### src/rtl/branch_pc_unit.sv
// branch_pc_unit: resolves branches/JAL/JALR, owns the PC, counts taken
// conditional branches and raises a one-cycle misaligned-target trap.
// Ports: clk, rst_n (async low); instr_valid, stall, is_branch, is_jal,
//   is_jalr, funct3, imm, rs1, equal, a_lt_b_s, a_lt_b_u (in);
//   pc, pc_plus4, branch_taken, fetch_en, trap, trap_pc, trap_target,
//   taken_count (out).
module branch_pc_unit #(
  parameter logic [31:0] RESET_VECTOR = 32'h0000_0000,
  parameter logic [31:0] TRAP_VECTOR  = 32'h0000_0100,
  parameter int          CNT_W        = 16
) (
  input  logic             clk,
  input  logic             rst_n,
  input  logic             instr_valid,
  input  logic             stall,
  input  logic             is_branch,
  input  logic             is_jal,
  input  logic             is_jalr,
  input  logic [2:0]       funct3,
  input  logic [31:0]      imm,
  input  logic [31:0]      rs1,
  input  logic             equal,
  input  logic             a_lt_b_s,
  input  logic             a_lt_b_u,
  output logic [31:0]      pc,
  output logic [31:0]      pc_plus4,
  output logic             branch_taken,
  output logic             fetch_en,
  output logic             trap,
  output logic [31:0]      trap_pc,
  output logic [31:0]      trap_target,
  output logic [CNT_W-1:0] taken_count
);

  typedef enum logic [1:0] {
    BOOT = 2'd0,
    RUN  = 2'd1,
    TRAP = 2'd2
  } state_e;

  state_e           state_q, state_d;
  logic [31:0]      pc_q, pc_d;
  logic [31:0]      tpc_q, tpc_d;
  logic [31:0]      ttgt_q, ttgt_d;
  logic [CNT_W-1:0] cnt_q, cnt_d;

  logic        cond;
  logic        br_eff;
  logic        take;
  logic        advance;
  logic        misal;
  logic [31:0] target;
  logic [31:0] jalr_sum;

  always_comb begin
    cond = 1'b0;
    case (funct3)
      3'b000:  cond = equal;
      3'b001:  cond = ~equal;
      3'b100:  cond = a_lt_b_s;
      3'b101:  cond = ~a_lt_b_s;
      3'b110:  cond = a_lt_b_u;
      3'b111:  cond = ~a_lt_b_u;
      default: cond = 1'b0;
    endcase
  end

  // jal wins over jalr, jalr over branch when flags overlap
  assign br_eff   = is_branch & ~is_jal & ~is_jalr;
  assign take     = is_jal | is_jalr | (is_branch & cond);
  assign jalr_sum = rs1 + imm;
  assign target   = (is_jalr & ~is_jal)
                  ? {jalr_sum[31:1], 1'b0}
                  : pc_q + imm;
  assign misal    = target[1:0] != 2'b00;
  assign advance  = (state_q == RUN) & instr_valid & ~stall;

  always_comb begin
    state_d = state_q;
    pc_d    = pc_q;
    tpc_d   = tpc_q;
    ttgt_d  = ttgt_q;
    cnt_d   = cnt_q;
    unique case (state_q)
      BOOT: state_d = RUN;
      RUN: begin
        if (advance) begin
          if (!take) begin
            pc_d = pc_q + 32'd4;
          end else if (misal) begin
            pc_d    = TRAP_VECTOR;
            tpc_d   = pc_q;
            ttgt_d  = target;
            state_d = TRAP;
          end else begin
            pc_d = target;
            if (br_eff && cnt_q != {CNT_W{1'b1}})
              cnt_d = cnt_q + 1'b1;
          end
        end
      end
      TRAP: state_d = RUN;
      default: state_d = BOOT;
    endcase
  end

  always_ff @(posedge clk or negedge rst_n) begin
    if (!rst_n) begin
      state_q <= BOOT;
      pc_q    <= RESET_VECTOR;
      tpc_q   <= '0;
      ttgt_q  <= '0;
      cnt_q   <= '0;
    end else begin
      state_q <= state_d;
      pc_q    <= pc_d;
      tpc_q   <= tpc_d;
      ttgt_q  <= ttgt_d;
      cnt_q   <= cnt_d;
    end
  end

  assign pc           = pc_q;
  assign pc_plus4     = pc_q + 32'd4;
  assign fetch_en     = state_q == RUN;
  assign trap         = state_q == TRAP;
  assign branch_taken = (state_q == RUN) & instr_valid & take;
  assign trap_pc      = tpc_q;
  assign trap_target  = ttgt_q;
  assign taken_count  = cnt_q;

endmodule

### config.mk
export PLATFORM = sky130hd
export DESIGN_NAME = branch_pc_unit
export DESIGN_NICKNAME = d
export VERILOG_FILES = /design/src/rtl/branch_pc_unit.sv
export SDC_FILE = /design/constraint.sdc
export NUM_CORES = 1
export LEC_CHECK = 0
export CAP_MARGIN = 20
export CORE_ASPECT_RATIO = 1.4
export CORE_MARGIN = 2
export CORE_UTILIZATION = 34
export CTS_CLUSTER_DIAMETER = 150
export DETAILED_ROUTE_END_ITERATION = 8
export GPL_ROUTABILITY_DRIVEN = 0
export PLACE_DENSITY = 0.64
export SKIP_LAST_GASP = 1
export SYNTH_ARGS = -nofsm -noshare
export SYNTH_HDL_FRONTEND = slang
export SYNTH_SLANG_ARGS = --single-unit
### constraint.sdc
create_clock -name clk -period 2.9 [get_ports clk]
set_input_delay 0.725 -clock clk [delete_from_list [all_inputs] [get_ports clk]]
set_output_delay 0.725 -clock clk [all_outputs]
set_load 0.01 [all_outputs]
==> summary.txt <==
Final layout
  – Synthesis-to-layout area growth: 74.8%
  – Final net count: 1779
  – Layout Cells excl Fill: 1972
  – Commonest non-fill, non-tap cell in the layout: buf_4
  – Fillers: ~2200
  – FF+latch area: ~2900 µm²
  – Share of cells above drive strength 1: 0.360
  – Most frequent cells in the layout: 322 x buf_4, 202 x nand2_1, 162 x clkdlybuf4s50_1
  – Multi-input gate area: about 7000 µm²
  – Diode count: 0

Synthesis
  – Mean post-synth cell area: 8.21 µm²
  – Synth warnings: 0
  – Cell Area, Synth: 9050 µm²
  – Post-Syn Instances: between 1000 and 1500
  – Area leader, netlist: dfrtp_1
  – FFs w/ async S/R, synth: 1.00
  – Dominant synthesized flop cell: dfrtp_1
  – Top-area cell type share of the netlist area: 0.315
  – Sequential-to-total area share from yosys stat: 0.315
  – FF+latch count, synth: between 100 and 150
  – Cell variety after synth: 85
  – Post-synth EDFFs: 0
  – Post-Syn Nets: between 1000 and 1500
  – Area contributors post-synth: dfrtp_1 32%, ha_1 8.7%, nand2_1 8.7%

Floorplan
  – Die Ht: 197 µm
  – # rows: 70
  – Chip width: 142 µm
  – Core ar.: approximately 26000 µm²
  – Initial core utilization: 0.346
  – Total die area: approximately 28000 µm²
  – # IOs: 224

Worst hold path
  – Worst hold path type: input port to async pin

Setup path
  – CP Capture Type: output port
  – Crit start category: register
  – Crit-path cells: ha_4 -> nand3_4 -> or4_4 -> nor2_4 -> and2_4 -> and3_4 -> xor2_2 -> buf_2
  – CP peak stage delay: around 0.56 ns
  – Crit path max fanout: 5
  – CP Class: register to output port
  – Worst path slowest cell: or4_4
  – Arr. time, crit path: ~2.5 ns
  – CP required: roughly 2.2 ns

Pwr
  – Max VDD drop: around 470 µV
  – Leakage power: 7.40 nW
  – PwrDens: 764 nW/µm²
  – Power, Total: around 12 mW

CTS
  – Total CTS buffers: 17
  – H-tree depth: 4
  – Clock root buffer: clkbuf_16
  – CTS sink cnt: 114
  – Worst-Skew Late Latency: between 0.4 and 0.5 ns
  – CTS tree: done
  – Max clock buf depth: 2
  – Worst-path clk slew: about 0.05 ns

Drt
  – Routed via count: roughly 11000
  – WL final: 36000 µm
  – First DRT Iteration DRCs: 598
  – Number of remaining DRC errors: 0
  – Via/cell ratio: between 5 and 6
  – Routed Antenna Nets: 0
  – Drt pass-1 iters: 5
  – Wire per inst: 18.3 µm

STA
  – Worst Tran Pin Value: between 0.6 and 0.7 ns
  – Fin crit share: 1.11
  – Clock Skew: 0.00987 ns
  – RSZ-0062 raised after global routing: true
  – Final worst setup slack: -0.330 ns
  – Tmin final: roughly 3.2 ns
  – Max-slew violations: 0
  – Slew HR: 0.549
  – FMAX: ~0.31 GHz
  – Hold Vio Cnt, Final: 0
  – Final count of negative-setup-slack endpoints: 25

Status
  – Violated checks: setup timing
  – Status: finished, violations left

Global route
  – Pin count of the biggest net entering global routing: 62
  – Initial antenna violation count: 0
  – Vias in the first global route: roughly 11000
  – Gr usage total: 0.250
  – First-pass GRT wire length: about 55000 µm
  – GRT overflow: 0

Flow run
  – Max-cap violations: 0

Placed design
  – Hpwl dp: around 28000 µm
  – Placed cells: ~1900
  – I/O Buffers: about 220
[worst paths after layout]
check                             from              end  slack, ns  depth (start not counted)
setup / recovery                 pc[2]     pc_plus4[28]      -0.33                          8
hold / removal                   rst_n       trap_pc[2]       0.21                          1
setup reg to reg                 pc[2]           pc[30]      -0.19                         15
hold reg to reg            trap_pc[18]      trap_pc[18]       0.47                          2
max in group asynchronous        rst_n  taken_count[13]       1.95                          2
min in group clk           trap_pc[18]      trap_pc[18]       0.47                          2
[where the power goes]
group          switching (mW)  internal (mW)  leakage [nW]
Clock                   0.734           1.29         0.274
Sequential              0.497           2.14          1.46
Combinational            3.53           3.89          5.67
Total                    4.76           7.32          7.40
[cells by family after synthesis]
logic type / synth area share
xor gates and xnor gates: 0.0991
DFF: 0.315
adders and majority gates: 0.0915
buffers and inverters: 0.0370
muxes: 0.0152
AOI/OAI and AO/OA: 0.226
and+or+nand+nor: 0.216
[layout make-up]
cell class	instances	area share
multi-input combinational	914	0.448
sequential	114	0.181
inverter	23	0.00546
timing repair buffer	567	0.304
clock buffer	20	0.0289
clock inverter	10	0.00704
tap	324	0.0256
[state kept, by name (all words and copies together), names as in the netlist]
name,flops
pc,32
trap_pc,32
trap_target,32
taken_count,16
state_q,2
[through the flow]
| step | hold WS, ns | util | worst slack [ns] | TNS, ns | instance area [µm²] |
|---|---|---|---|---|---|
| 2_1_floorplan | 0.429 | - | -0.0351 | -0.0505 | 9130 |
| 3_3_place_gp | 0.458 | 0.526 | -0.807 | -51.79 | 13800 |
| 3_5_place_dp | 0.462 | 0.526 | -0.890 | -55.68 | 13800 |
| 4_1_cts | 0.211 | 0.573 | -0.265 | -3.15 | 15000 |
| 5_1_grt | 0.213 | 0.604 | -0.412 | -7.42 | 15800 |
| 6_report | 0.207 | 0.604 | -0.330 | -4.20 | 15800 |
[Yosys cell counts (all sizes together), types with 18 or more instances]
library cell / n
nand3: 20
inv: 22
xor2: 43
a21o: 33
xnor2: 56
nor3: 20
a21oi: 85
nor2: 75
dfrtp: 114
clkbuf: 39
ha: 63
o21ai: 90
nand2: 210
and3: 18
nand4: 21
[per-layer routing]
layer,up-vias,GRT usage,wire length (µm)
met2,371,0.436,18000
met3,113,0.0298,1590
met5,-,0,0
li1,5027,-,-
met1,5053,0.299,14500
met4,0,0.133,1920
[timing repair]
action | CTS | global route
pin swaps | 84 | 96
hold buffers | 0 | 0
buffers inserted | 25 | 27
resized for setup | 230 | 144
setup endpoints to repair | 87 | 63
[critical path, delay by kind of cell, from the launching register on]
kind | cells | cell delay [ns]
XOR/XNOR | 1 | 0.16
adder cells (fa/ha/maj) | 1 | 0.16
buffers and inverters | 1 | 0.17
flip-flops | 1 | 0.41
AND/OR/NAND/NOR | 5 | 1.19
(Power assumes the default switching activity.)
